<file path="src/rtl/trap_eval_pipe.sv">
// -----------------------------------------------------------------------------
// trap_eval_pipe
//
// Evaluates conditional-trap instructions for WAYS issue ways in one cycle,
// merges them with exceptions already raised upstream, picks the lowest-index
// way that carries an exception, and registers the result (1-cycle latency).
// A saturating counter tracks how many captured winners were taken traps.
//
// Ports
//   clk            sole clock, all state on rising edge
//   rst            synchronous, active-high reset
//   in_valid       [WAYS]        per-way instruction valid
//   in_exc_code    [5*WAYS]      upstream exception code, EXC_NONE if none
//   in_is_trap     [WAYS]        way holds a conditional-trap instruction
//   in_trap_op     [3*WAYS]      0 EQ, 1 NE, 2 GE, 3 GEU, 4 LT, 5 LTU, 6/7 never
//   in_src_b_imm   [WAYS]        1: compare against in_imm, 0: against in_rt
//   in_rs          [DATA_W*WAYS] operand A
//   in_rt          [DATA_W*WAYS] operand B register
//   in_imm         [DATA_W*WAYS] sign-extended immediate
//   stall          hold the output stage, ignore inputs
//   flush          empty the output stage (wins over stall)
//   out_valid      registered result valid
//   out_exc_code   winning exception code
//   out_way        one-hot winning way, all-zero if none
//   out_trap_hit   winner is a trap taken by this stage's evaluation
//   trap_count     saturating count of taken traps
// -----------------------------------------------------------------------------
module trap_eval_pipe #(
  parameter int             WAYS     = 2,
  parameter int             DATA_W   = 32,
  parameter int             CNT_W    = 16,
  parameter logic [4:0]     EXC_TR   = 5'h0D,
  parameter logic [4:0]     EXC_NONE = 5'h00
) (
  input  logic                   clk,
  input  logic                   rst,
  input  logic [WAYS-1:0]        in_valid,
  input  logic [5*WAYS-1:0]      in_exc_code,
  input  logic [WAYS-1:0]        in_is_trap,
  input  logic [3*WAYS-1:0]      in_trap_op,
  input  logic [WAYS-1:0]        in_src_b_imm,
  input  logic [DATA_W*WAYS-1:0] in_rs,
  input  logic [DATA_W*WAYS-1:0] in_rt,
  input  logic [DATA_W*WAYS-1:0] in_imm,
  input  logic                   stall,
  input  logic                   flush,
  output logic                   out_valid,
  output logic [4:0]             out_exc_code,
  output logic [WAYS-1:0]        out_way,
  output logic                   out_trap_hit,
  output logic [CNT_W-1:0]       trap_count
);

  localparam logic [2:0] OP_EQ  = 3'd0;
  localparam logic [2:0] OP_NE  = 3'd1;
  localparam logic [2:0] OP_GE  = 3'd2;
  localparam logic [2:0] OP_GEU = 3'd3;
  localparam logic [2:0] OP_LT  = 3'd4;
  localparam logic [2:0] OP_LTU = 3'd5;

  localparam logic [CNT_W-1:0] CNT_MAX = '1;

  function automatic logic eval_cond(input logic [2:0]        op,
                                     input logic [DATA_W-1:0] a,
                                     input logic [DATA_W-1:0] b);
    case (op)
      OP_EQ:   return a == b;
      OP_NE:   return a != b;
      OP_GE:   return $signed(a) >= $signed(b);
      OP_GEU:  return a >= b;
      OP_LT:   return $signed(a) <  $signed(b);
      OP_LTU:  return a <  b;
      default: return 1'b0;   // ops 6/7 never trap
    endcase
  endfunction

  // Per-way evaluation results.
  logic [4:0]      way_exc  [WAYS];
  logic [WAYS-1:0] way_taken;

  // Winner of the priority select.
  logic            win_found;
  logic [4:0]      win_code;
  logic [WAYS-1:0] win_way;
  logic            win_trap;

  always_comb begin
    // NOTE: every signal written here gets a default first, so no path leaves
    // it unassigned and no latch is inferred.
    way_taken = '0;
    for (int w = 0; w < WAYS; w++) begin
      way_exc[w] = EXC_NONE;
      if (in_valid[w]) begin
        if (in_exc_code[5*w +: 5] != EXC_NONE) begin
          // Upstream exception overrides this way's trap evaluation.
          way_exc[w] = in_exc_code[5*w +: 5];
        end else if (in_is_trap[w] &&
                     eval_cond(in_trap_op[3*w +: 3],
                               in_rs[DATA_W*w +: DATA_W],
                               in_src_b_imm[w] ? in_imm[DATA_W*w +: DATA_W]
                                               : in_rt[DATA_W*w +: DATA_W])) begin
          way_exc[w]   = EXC_TR;
          way_taken[w] = 1'b1;
        end
      end
    end

    // Lowest-index way with a real exception wins; ways whose trap was not
    // taken carry EXC_NONE and therefore never mask a higher way.
    win_found = 1'b0;
    win_code  = EXC_NONE;
    win_way   = '0;
    win_trap  = 1'b0;
    for (int w = 0; w < WAYS; w++) begin
      if (!win_found && way_exc[w] != EXC_NONE) begin
        win_found  = 1'b1;
        win_code   = way_exc[w];
        win_way[w] = 1'b1;
        win_trap   = way_taken[w];
      end
    end
  end

  // NOTE: state is updated with non-blocking assignments so every register
  // samples the pre-edge values, independent of statement order.
  always_ff @(posedge clk) begin
    if (rst) begin
      out_valid    <= 1'b0;
      out_exc_code <= EXC_NONE;
      out_way      <= '0;
      out_trap_hit <= 1'b0;
      trap_count   <= '0;
    end else if (flush) begin
      // Flush empties the stage but leaves the trap statistics alone.
      out_valid    <= 1'b0;
      out_exc_code <= EXC_NONE;
      out_way      <= '0;
      out_trap_hit <= 1'b0;
    end else if (!stall) begin
      out_valid    <= |in_valid;
      out_exc_code <= win_code;
      out_way      <= win_way;
      out_trap_hit <= win_trap;
      if (win_trap && trap_count != CNT_MAX) begin
        trap_count <= trap_count + CNT_W'(1);
      end
    end
  end

endmodule

</file>
<file path="config.mk">
export PLATFORM = sky130hd
export DESIGN_NAME = trap_eval_pipe
export DESIGN_NICKNAME = d
export VERILOG_FILES = /design/src/rtl/trap_eval_pipe.sv
export SDC_FILE = /design/constraint.sdc
export NUM_CORES = 1
export LEC_CHECK = 0
export ABC_CLOCK_PERIOD_IN_PS = 9300
export BUFFER_PORTS_ARGS = -buffer_cell sky130_fd_sc_hd__buf_2
export CAP_MARGIN = 40
export CORE_AREA = 2 2 94 96
export DETAILED_ROUTE_END_ITERATION = 8
export DIE_AREA = 0 0 96 98
export PLACE_DENSITY = 0.92
export SETUP_SLACK_MARGIN = 0.15
export SYNTH_ARGS = -nofsm -noshare
export SYNTH_HDL_FRONTEND = slang
export SYNTH_SLANG_ARGS = --single-unit
</file>
<file path="constraint.sdc">
create_clock -name clk -period 9.3 [get_ports clk]
set_input_delay 1.86 -clock clk [delete_from_list [all_inputs] [get_ports clk]]
set_output_delay 1.86 -clock clk [all_outputs]
set_load 0.005 [all_outputs]
</file>
# Word level (Yosys, flattened, before mapping)
# Cells that the tools add are included.
# W data, S select, Z words.
# totals
reg_bits,25
word_cells,71
# classes
addsub,1
order_cmp,8
eq_ne,15
reduce_logical,14
n_bitwise,2
mux,26
# op_table
operator,count
$ge A32 B32 Y1,4
$lt A32 B32 Y1,4
$eq A32 B32 Y1,2
$mux W32,2
$ne A32 B32 Y1,2
$mux W5,6
$reduce_bool A5 Y1,4
$add A16 B1 Y16 const B,1
$ne A16 B16 Y1 const B,1
$mux W1,14
$eq A3 B2 Y1 const B,4
$eq A3 B3 Y1 const B,4
$pmux W1 S6,2
$mux W4,2
$eq A3 B1 Y1 const B,2
$logic_not A3 Y1,2
$logic_and A1 B1 Y1,4
$reduce_or A2 Y1,2
$reduce_and A3 Y1,1
$not A1 Y1,2
$logic_not A1 Y1,1

# Depth between registers and ports, before layout
# Gate-level depths: netlist of the first run.
# depth
ltp_word,16
ltp_mapped,15

# Worst setup path before layout of the first run
# OpenSTA, ideal clock, no wires.
# synth_timing
path_kind,in2reg
startpoint,input port in_src_b_imm[1]
endpoint,register trap_count[12]
required_time_ps,9177
t_arrival_ps,5060
path_buffers,3
path_stages,14
setup_time_ps,123
setup_slack_ps,4117
cell_sequence,clkbuf_1 > clkbuf_1 > mux2i_1 > ha_1 > a21o_1 > a21o_1 > a221o_1 > or3_1 > o211ai_2 > o311a_2 > nor2_4 > buf_6 > nor3_1 > mux2_1
# synth_via
elab_chain_cells,14
word_cells_on_any_way,22
cone_classes,order compare (4); eq/ne (2); mux (11); reduce/logical (5)
# synth_lines
element,line,rtl
from (decl),41,"input logic [WAYS-1:0] in_src_b_imm,"
$mux W32 *,100,in_src_b_imm[w] ? in_imm[DATA_W*w +: DATA_W]
$lt A32 B32 Y1 (tied with other cells),72,OP_LTU: return a < b;
$pmux W1 S6 *,66,case (op)
$mux W1 *,94,if (in_exc_code[5*w +: 5] != EXC_NONE) begin
$mux W1 *,93,if (in_valid[w]) begin
$logic_and A1 B1 Y1 *,97,end else if (in_is_trap[w] &&
$mux W4,97,
$mux W5,94,
$mux W5,93,
$reduce_bool A5 Y1,115,if (!win_found && way_exc[w] != EXC_NONE) begin
$logic_and A1 B1 Y1,115,
$mux W1 *,115,
$logic_and A1 B1 Y1 *,144,if (win_trap && trap_count != CNT_MAX) begin
$reduce_and A3 Y1 (no line) *,-,
to (signal assigned),145,trap_count <= trap_count + CNT_W'(1);
to (decl),51,output logic [CNT_W-1:0] trap_count
# Mark *: on every way between the ends. The rest lies on a longest branch, timed or not. The select of a mux whose other input is x is not followed.
# A chain may end at the register's enable or synchronous reset.

# Worst setup path after layout of the first run
# layout_timing
startpoint,input port in_src_b_imm[1]
endpoint,register trap_count[13]
# The elaborated chain is that of the path after synthesis.

==> impl_metrics.py, run 1 <==
metrics = {
    "synthesis": {
        "async_flop_share": 0,
        "synth_seq_cells": 25,
        "syn_area_um2": 3622,
        "syn_area_per_cell_um2": 8.308,
        "yosysSeqAreaShare": 0.1382,
        "synth_ff_type": "dfxtp_1",
        "ys_warn_count": 0,
        "synth.net_count": 719,
        "synthDistinctLibCells": 60,
        "netlist_instances": 436,
        "synth_edf_count": 0,
    },
    "global_routing": {
        "grt_max_degree": 33,
        "antenna_found_initial": 0,
        "grt_pass1_vias": 4254,
        "grt_pass1_wl_mm": 18.38,
        "track_usage": 0.2380,
        "grt_overflow": 0,
    },
    "place": {
        "place.detailed.hpwl_mm": 10.44,
        "post-place-ws_ns": 3.564,
        "gp_congestion": 0.8939,
        "placed_cells": 772,
        "place_area_um2": 4901,
        "numPortBuffers": 242,
    },
    "floorplanning": {
        "die-area_um2": 9408,
        "boundaryPins": 243,
        "die_y_um": 98,
        "start_util": 0.4279,
        "core_area_um2": 8466,
        "die_x_um": 96,
        "rows": 34,
    },
    "timing": {
        "slew_viol_final": 0,
        "fin_crit_sh": 0.5831,
        "timing.hold.ws_ns": 0.4823,
        "setup_ws_ns": 3.877,
        "fmax_mhz": 184.4,
        "clock_skew_ns": 0.003893,
        "hold_violations": 0,
        "period_minus_slack_ns": 5.423,
        "rsz0062_at_grt": "no",
        "relSlewSlack": 0.3828,
        "final.setup.tns_ns": 0,
        "setup_violations": 0,
        "worst_pin_slew_ns": 0.9258,
    },
    "pwr": {
        "finalPower_uw": 355.4,
        "peakVddDrop_mv": 0.04875,
        "p_per_area_nw_per_um2": 71.78,
        "p_leak_nw": 2.630,
    },
    "setup_path": {
        "worstSetupPathType": "primary input to register",
        "end_kind": "register",
        "critical_path.max_stage_delay_ns": 0.69,
        "cp_slowest_cell": "buf_2",
        "cp_cell_sequence": "buf_2, mux2i_1, ha_1, nand4_1, nor4_1, o22ai_1, o311ai_1, o211ai_2, o311a_2, nor2_4, nor4_1, mux2_1",
        "cp.required_ns": 9.48,
        "crit_fanout": 32,
        "crit_top_cell": "nor4_1",
        "arrival_ns": 5.60,
        "start_kind": "primary input",
    },
    "clock_network": {
        "cts_max_level": 1,
        "cts_buffer_depth": 2,
        "cts_buffers": 3,
        "clk_pin_slew_ns": 0.10,
        "cts-resized-gates": 0,
        "clk_latency_ns": 0.28,
        "postCtsSetupBuffers": 0,
        "cts_root_buf": "clkbuf_8",
        "hold_buffers": 0,
        "cts_tree": "built",
        "cts.sinks": 25,
    },
    "flow_run": {
        "maxCapViolations": 0,
    },
    "finish": {
        "final_area_um2": 4951,
        "post-route-util": 0.5848,
        "final_common_cell": "buf_2",
        "nets": 952,
        "final_cells": 776,
        "layout-drive-gt1-share": 0.3907,
        "antenna_cells": 0,
        "seq_area_um2": 500.5,
        "multi_input_area_um2": 3005,
        "fillers": 760,
        "syn_to_final_growth_pct": 36.68,
        "final_cell_mix": "242 x buf_2, 65 x ha_1, 63 x mux2i_1, 43 x a21oi_1, 26 x nand2_1",
    },
    "routing": {
        "first_pass_iters": 5,
        "wl_per_cell_um": 15.39,
        "vias_per_cell": 5.608,
        "drt_iter0_drc": 213,
        "drc": 0,
        "num_vias": 4352,
        "routed_wl_mm": 11.95,
        "ant_nets": 0,
    },
    "min_path": {
        "holdCritPathClass": "register to register",
    },
    "status": {
        "status": "finished, final reports clean",
    },
}
==> final cells by class <==
class                   count  share of cell area
well taps                 108             0.02729
repair buffers            242              0.2446
multi-input cells         384              0.6070
clock inverters             1            0.001769
clock buffers               3            0.008340
flip-flops and latches     25              0.1011
inverters                  13            0.009856
==> state kept, by name, indices dropped and copies added (netlist names) <==
| register | flops |
|---|---|
| out_trap_hit | 1 |
| out_exc_code | 5 |
| trap_count | 16 |
| out_valid | 1 |
| out_way | 2 |
==> cell families (layout without fill, tap and decap cells) <==
| logic type | Yosys count | in the layout | share of synthesized area |
|---|---|---|---|
| compound gates | 115 | 115 | 0.2055 |
| buf+inv | 27 | 259 | 0.03212 |
| flops | 25 | 25 | 0.1382 |
| simple gates | 136 | 136 | 0.2107 |
| mux | 67 | 67 | 0.1865 |
| fa+ha+maj | 65 | 65 | 0.2245 |
| xor+xnor | 1 | 1 | 0.002418 |
==> worst paths after layout <==
kind                              start                           to  slack, ns  cells after the start
max                     in_src_b_imm[1]  trap_count[13]$_SDFFE_PP0P_       3.88                     12
min             out_way[1]$_SDFFE_PP0N_      out_way[1]$_SDFFE_PP0N_       0.48                      2
max reg2reg  trap_count[0]$_SDFFE_PP0P_  trap_count[13]$_SDFFE_PP0P_       6.48                      9
min reg2reg     out_way[1]$_SDFFE_PP0N_      out_way[1]$_SDFFE_PP0N_       0.48                      2
==> Yosys cell counts (all sizes together), types with 2 or more instances <==
cell	count	area share
nor3b	2	0.0041
nor2	24	0.027
or4	6	0.012
a211o	2	0.0048
o31a	3	0.0073
nor4	8	0.020
and2	3	0.0052
o311ai	2	0.0048
clkbuf	9	0.0093
nand2b	3	0.0052
nand3	14	0.019
a31oi	3	0.0052
a21o	8	0.017
or2	5	0.0086
mux2i	63	0.17
and3	4	0.0069
inv	13	0.013
a21oi	43	0.059
nor2b	5	0.0086
o21ai	22	0.030
dfxtp	25	0.14
a21boi	2	0.0041
ha	65	0.22
mux2	4	0.012
nand4	18	0.037
a22oi	3	0.0062
o31ai	3	0.0062
o211ai	3	0.0076
or3	9	0.016
nor3	7	0.0097
a221o	3	0.0083
nand2	26	0.027
buf	5	0.0093
o22ai	5	0.0086
==> routing by layer <==
layer  wire [µm]  global-route usage  part of all wire  vias up
li1            -                   -                 -     2166
met1        4977              0.2854              0.42     1997
met2        5935              0.4247              0.50      154
met3         716             0.04321             0.060       35
met4         316             0.06813             0.026        0
met5           0                   0                 0        -
==> worst max-delay path, delay by kind of cell <==
kind / cells / cell delay, ns
simple gates: 4 / 1.31
compound gates: 4 / 0.85
buf+inv: 1 / 0.69
mux: 2 / 0.53
fa+ha+maj: 1 / 0.36
==> report_power, final <==
group	leakage (nW)	total [mW]	switching [mW]	internal, mW
Clock	0.0261	0.0691	0.0377	0.0314
Sequential	0.202	0.109	0.000692	0.108
Combinational	2.40	0.177	0.0885	0.0887
Total	2.63	0.355	0.127	0.228
(Power assumes the default switching activity.)
==> run 2, diff against run 1 <==
==> config.mk (replaced) <==
export PLATFORM = sky130hd
export DESIGN_NAME = trap_eval_pipe
export DESIGN_NICKNAME = d
export VERILOG_FILES = /design/src/rtl/trap_eval_pipe.sv
export SDC_FILE = /design/constraint.sdc
export NUM_CORES = 1
export LEC_CHECK = 0
export ABC_CLOCK_PERIOD_IN_PS = 4900
export BUFFER_PORTS_ARGS = -buffer_cell sky130_fd_sc_hd__buf_2
export CAP_MARGIN = 40
export CORE_ASPECT_RATIO = 1.4
export CORE_UTILIZATION = 39
export DETAILED_ROUTE_END_ITERATION = 8
export PLACE_DENSITY = 0.88
export SETUP_SLACK_MARGIN = 0.15
export SYNTH_ARGS = -nofsm -noshare
export SYNTH_HDL_FRONTEND = slang
export SYNTH_SLANG_ARGS = --single-unit
==> constraint.sdc (replaced) <==
create_clock -name clk -period 4.9 [get_ports clk]
set_input_delay 0.98 -clock clk [delete_from_list [all_inputs] [get_ports clk]]
set_output_delay 0.98 -clock clk [all_outputs]
set_load 0.005 [all_outputs]
==> run 2 against run 1 <==
- sequential power is 90% higher
- via count is 0.71% lower
- critical path depth is 1 higher
- highest routed layer unchanged
==> impl_metrics.py, run 2 (synthesized netlist as in run 1, its figures left out) <==
metrics = {
    "status": {
        "status": "finished, final reports clean",
    },
    "global_routing": {
        "grt_overflow": 0,
        "grt_pass1_vias": 4053,
        "track_usage": 0.2231,
        "antenna_found_initial": 1,
        "grt_pass1_wl_mm": 17.95,
        "grt_max_degree": 33,
    },
    "place": {
        "placed_cells": 774,
        "place_area_um2": 4947,
        "post-place-ws_ns": 0.4394,
        "gp_congestion": 0.8743,
        "numPortBuffers": 242,
        "place.detailed.hpwl_mm": 9.804,
    },
    "min_path": {
        "holdCritPathClass": "register to register",
    },
    "setup_path": {
        "path_delay_family": "compound AO/OA/AOI/OAI gates",
        "cp_cell_sequence": "buf_2, buf_4, mux2i_1, ha_1, nand4_1, nor2_1, a221o_1, o311ai_1, o211ai_2, o311a_2, nor2_4, nor4_1, mux2_1",
        "r2r_cells": 9,
        "startpoint": "in_src_b_imm[1]",
        "cp.required_ns": 5.05,
        "worstSetupPathType": "primary input to register",
        "cp_num_buf_inv": 2,
        "r2r_setup_slack_ns": 2.06,
        "crit_fanout": 26,
        "cp_slowest_cell": "nor2_4",
        "crit_cells": 13,
        "arrival_ns": 4.37,
        "crit_end": "trap_count[13]$_SDFFE_PP0P_",
        "rr_startpoint": "trap_count[0]$_SDFFE_PP0P_",
        "critical_path.max_stage_delay_ns": 0.45,
        "reg2reg_to": "trap_count[13]$_SDFFE_PP0P_",
        "start_kind": "primary input",
        "end_kind": "register",
    },
    "timing": {
        "rsz0062_at_grt": "no",
        "final.setup.tns_ns": 0,
        "setup_violations": 0,
        "worst_pin_slew_ns": 0.5755,
        "slew_viol_final": 0,
        "fmax_mhz": 237.1,
        "fin_crit_sh": 0.8608,
        "setup_ws_ns": 0.6819,
        "hold_violations": 0,
        "period_minus_slack_ns": 4.218,
        "clock_skew_ns": 0.001741,
        "relSlewSlack": 0.6064,
    },
    "clock_network": {
        "cts_buffer_depth": 2,
        "cts_root_buf": "clkbuf_16",
        "cts_buffers": 3,
        "cts.sinks": 25,
        "cts-resized-gates": 0,
        "cts_max_level": 1,
        "clk_latency_ns": 0.26,
        "hold_buffers": 0,
        "cts_tree": "built",
        "clk_pin_slew_ns": 0.06,
        "postCtsSetupBuffers": 0,
    },
    "routing": {
        "num_vias": 4321,
        "drc": 0,
        "ant_nets": 0,
        "wl_per_cell_um": 14.66,
        "routed_wl_mm": 11.42,
        "first_pass_iters": 4,
        "drt_iter0_drc": 160,
        "vias_per_cell": 5.547,
    },
    "floorplanning": {
        "die-area_um2": 9683,
        "boundaryPins": 243,
        "die_x_um": 83.45,
        "rows": 41,
        "die_y_um": 116.0,
        "core_area_um2": 9029,
        "start_util": 0.4012,
    },
    "flow_run": {
        "maxCapViolations": 0,
    },
    "finish": {
        "syn_to_final_growth_pct": 38.83,
        "largest_register_ffs": 16,
        "final_cell_mix": "242 x buf_2, 65 x ha_1, 63 x mux2i_1, 43 x a21oi_1, 26 x nand2_1",
        "layout-drive-gt1-share": 0.3920,
        "regMostFlops": "trap_count",
        "final_cells": 779,
        "fillers": 826,
        "largestRegisters": "trap_count (16), out_exc_code (5), out_way (2)",
        "final_area_um2": 5029,
        "nets": 955,
        "final_common_cell": "buf_2",
    },
    "pwr": {
        "p_per_area_nw_per_um2": 143.7,
        "peakVddDrop_mv": 0.2117,
        "p_leak_nw": 2.666,
    },
}
## run 2: cell count changes in the layout (fill, tap and decap cells not counted)
cell / delta
clkbuf_1: +1
buf_12: +2
clkbuf_8: -3
buf_4: +1
diode_2: +1
inv_6: -1
clkbuf_16: +3
## run 2: per-layer routing
layer  wire [µm]  vias up  track usage
met5           0        -            0
li1            -     2175            -
met2        5979      172       0.4333
met1        4438     1951       0.2582
met3         673       23      0.01994
met4         331        0      0.06893
## run 2: cell type report
| type | instances | area [µm²] | share of cell area |
|---|---|---|---|
| flip-flops and latches | 25 | 500.5 | 0.09953 |
| well taps | 107 | 133.9 | 0.02662 |
| repair buffers | 245 | 1259 | 0.2503 |
| diodes | 1 | 2.502 | 0.0004976 |
| multi-input cells | 384 | 3005 | 0.5977 |
| clock buffers | 4 | 78.83 | 0.01568 |
| inverters | 13 | 48.80 | 0.009704 |
## run 2: worst min path at each step
stage,depth (start not counted),endpoint,from
3_5_place_dp,2,out_way[1]$_SDFFE_PP0N_,out_way[1]$_SDFFE_PP0N_
6_report,2,out_way[1]$_SDFFE_PP0N_,out_way[1]$_SDFFE_PP0N_
4_1_cts,2,out_way[1]$_SDFFE_PP0N_,out_way[1]$_SDFFE_PP0N_
2_1_floorplan,2,out_way[1]$_SDFFE_PP0N_,out_way[1]$_SDFFE_PP0N_
5_1_grt,2,out_way[1]$_SDFFE_PP0N_,out_way[1]$_SDFFE_PP0N_
3_3_place_gp,2,out_way[1]$_SDFFE_PP0N_,out_way[1]$_SDFFE_PP0N_
## run 2: worst register-to-register path: stages (launching register included)
cell      delay (ns)
dfxtp_1         0.36
ha_1            0.26
and3_1          0.25
and2_1          0.18
a311oi_1        0.41
nand2_1         0.16
a211oi_4        0.29
nor2_4          0.16
nor4_1          0.31
mux2_1          0.35
## run 2: metrics by stage
step	hold WS [ns]	power, mW	utilization
floorplan	0.4615	0.4022	-
global placement	0.4631	0.5343	0.5479
detailed placement	0.4652	0.5423	0.5479
CTS	0.4770	0.7242	0.5567
global route	0.5064	0.7706	0.5570
finish	0.4757	0.7229	0.5570
## run 2: power by group
| group | internal, mW | switching, mW |
|---|---|---|
| clock network | 0.111 | 0.0724 |
| registers | 0.206 | 0.00149 |
| logic | 0.170 | 0.162 |
| total | 0.487 | 0.236 |
==> run 3, diff against run 2 <==
--- a/config.mk
+++ b/config.mk
@@ -11,6 +11,7 @@
 export CORE_ASPECT_RATIO = 1.4
 export CORE_UTILIZATION = 39
 export DETAILED_ROUTE_END_ITERATION = 8
+export GPL_TIMING_DRIVEN = 0
 export PLACE_DENSITY = 0.88
 export SETUP_SLACK_MARGIN = 0.15
 export SYNTH_ARGS = -nofsm -noshare
==> run 3 against run 2 <==
- global-route usage grew 0.27 points
- sequential power is essentially flat
- clock-buffer cell count is the same
- die area is the same
- cell area grew 0.27%
- largest cell class unchanged
==> impl_metrics.py, run 3 (synthesized netlist as in run 1, its figures left out) <==
metrics = {
    "finish": {
        "largestRegisters": "trap_count (16), out_exc_code (5), out_way (2)",
        "final_common_cell": "buf_2",
        "largest_register_ffs": 16,
        "regMostFlops": "trap_count",
        "final_cell_mix": "240 x buf_2, 65 x ha_1, 63 x mux2i_1, 43 x a21oi_1, 26 x nand2_1",
        "syn_to_final_growth_pct": 39.21,
        "nets": 964,
        "layout-drive-gt1-share": 0.3868,
    },
    "setup_path": {
        "startpoint": "in_src_b_imm[1]",
        "end_kind": "register",
        "worstSetupPathType": "primary input to register",
        "rr_startpoint": "trap_count[0]$_SDFFE_PP0P_",
        "cp_cell_sequence": "clkbuf_1, clkbuf_1, mux2i_1, ha_1, nand4_1, nor4_1, o22ai_1, o311ai_1, o211ai_2, o311a_2, nor2_4, buf_6, buf_6, mux2i_1, nor2_1",
        "cp.required_ns": 5.04,
        "arrival_ns": 4.58,
        "critical_path.max_stage_delay_ns": 0.59,
        "start_kind": "primary input",
        "crit_fanout": 10,
        "cp_slowest_cell": "clkbuf_1",
    },
    "clock_network": {
        "clk_latency_ns": 0.26,
        "cts_root_buf": "clkbuf_16",
        "cts.sinks": 25,
        "cts_max_level": 1,
        "cts_tree": "built",
        "hold_buffers": 0,
        "clk_pin_slew_ns": 0.06,
        "cts_buffers": 3,
        "cts_buffer_depth": 2,
    },
    "routing": {
        "ant_nets": 0,
        "first_pass_iters": 5,
        "wl_per_cell_um": 14.64,
        "num_vias": 4357,
        "vias_per_cell": 5.529,
        "routed_wl_mm": 11.54,
        "drc": 0,
        "drt_iter0_drc": 139,
    },
    "timing": {
        "fin_crit_sh": 0.9060,
        "final.setup.tns_ns": 0,
        "relSlewSlack": 0.5010,
        "clock_skew_ns": 0.0008968,
        "worst_pin_slew_ns": 0.7485,
        "fmax_mhz": 225.3,
        "rsz0062_at_grt": "no",
        "setup_violations": 0,
        "slew_viol_final": 0,
        "timing.hold.ws_ns": 0.4686,
        "period_minus_slack_ns": 4.439,
        "hold_violations": 0,
    },
    "pwr": {
        "peakVddDrop_mv": 0.2306,
        "p_leak_nw": 2.669,
        "finalPower_uw": 724.6,
        "p_per_area_nw_per_um2": 143.7,
    },
    "min_path": {
        "holdCritPathClass": "register to register",
        "min_from": "out_way[1]$_SDFFE_PP0N_",
    },
    "global_routing": {
        "track_usage": 0.2258,
        "antenna_found_initial": 1,
        "grt_max_degree": 14,
        "grt_pass1_vias": 4105,
        "grt_pass1_wl_mm": 17.86,
        "grt_overflow": 0,
    },
    "floorplanning": {
        "rows": 41,
        "die_x_um": 83.45,
        "die-area_um2": 9683,
        "boundaryPins": 243,
        "die_y_um": 116.0,
        "core_area_um2": 9029,
        "start_util": 0.4012,
    },
    "place": {
        "place.detailed.hpwl_mm": 10.08,
        "gp_congestion": 0.8617,
        "numPortBuffers": 240,
    },
    "status": {
        "status": "finished, final reports clean",
    },
    "flow_run": {
        "maxCapViolations": 0,
    },
}
==> run 3: cell count changes in the layout (fill, tap and decap cells not counted) <==
| cell | change |
|---|---|
| buf_1 | +1 |
| clkbuf_1 | +8 |
| buf_6 | +2 |
| buf_2 | -2 |
| buf_4 | -1 |
| buf_12 | -2 |
| clkbuf_2 | +3 |
==> run 3: layout make-up <==
cell class | instances | area [µm²]
Inverter | 13 | 48.80
Buffer | 14 | 71.32
Multi-Input combinational cell | 384 | 3005
Clock buffer | 4 | 78.83
Sequential cell | 25 | 500.5
Tap cell | 107 | 133.9
Antenna cell | 1 | 2.502
Timing Repair Buffer | 240 | 1201
Fill cell | 846 | 3986
==> run 3: power by group <==
part / switching [mW] / internal, mW
Sequential: 0.00130 / 0.206
Combinational: 0.164 / 0.169
Clock: 0.0732 / 0.111
Total: 0.239 / 0.486
==> run 3: per-layer routing <==
| metal | vias to the layer above | global-route usage | wire (µm) |
|---|---|---|---|
| met5 | - | 0 | 0 |
| met4 | 0 | 0.1119 | 496 |
| met3 | 35 | 0.02707 | 636 |
| met2 | 175 | 0.4344 | 5987 |
| met1 | 1952 | 0.2443 | 4419 |
| li1 | 2195 | - | - |
==> run 3: critical path, delay by kind of cell <==
kind	cells	cell delay (ns)
buffers and inverters	4	1.09
AO/OA/AOI/OAI	4	0.83
adder cells (fa/ha/maj)	1	0.35
multiplexers	2	0.37
AND/OR/NAND/NOR	4	0.95
==> run 3: final timing paths <==
check	to	slack (ns)	depth (start not counted)
max reg2reg	trap_count[12]$_SDFFE_PP0P_	2.16	10
min	out_way[1]$_SDFFE_PP0N_	0.47	2
min reg2reg	out_way[1]$_SDFFE_PP0N_	0.47	2
max	trap_count[1]$_SDFFE_PP0P_	0.46	15
==> run 3: timing repair <==
action,4_1_cts,5_1_grt
buffers inserted,0,0
gates resized for setup,0,4
setup endpoints to repair,0,15
==> run 3: through the flow <==
stage	util	worst slack, ns	std cells	instance area [µm²]
detailed placement	0.5491	0.06601	783	4957
CTS	0.5578	0.3009	787	5036
finish	0.5585	0.4605	788	5042
global route	0.5585	0.1545	788	5042
floorplan	-	0.5969	436	3622
global placement	0.5491	0.08000	783	4957
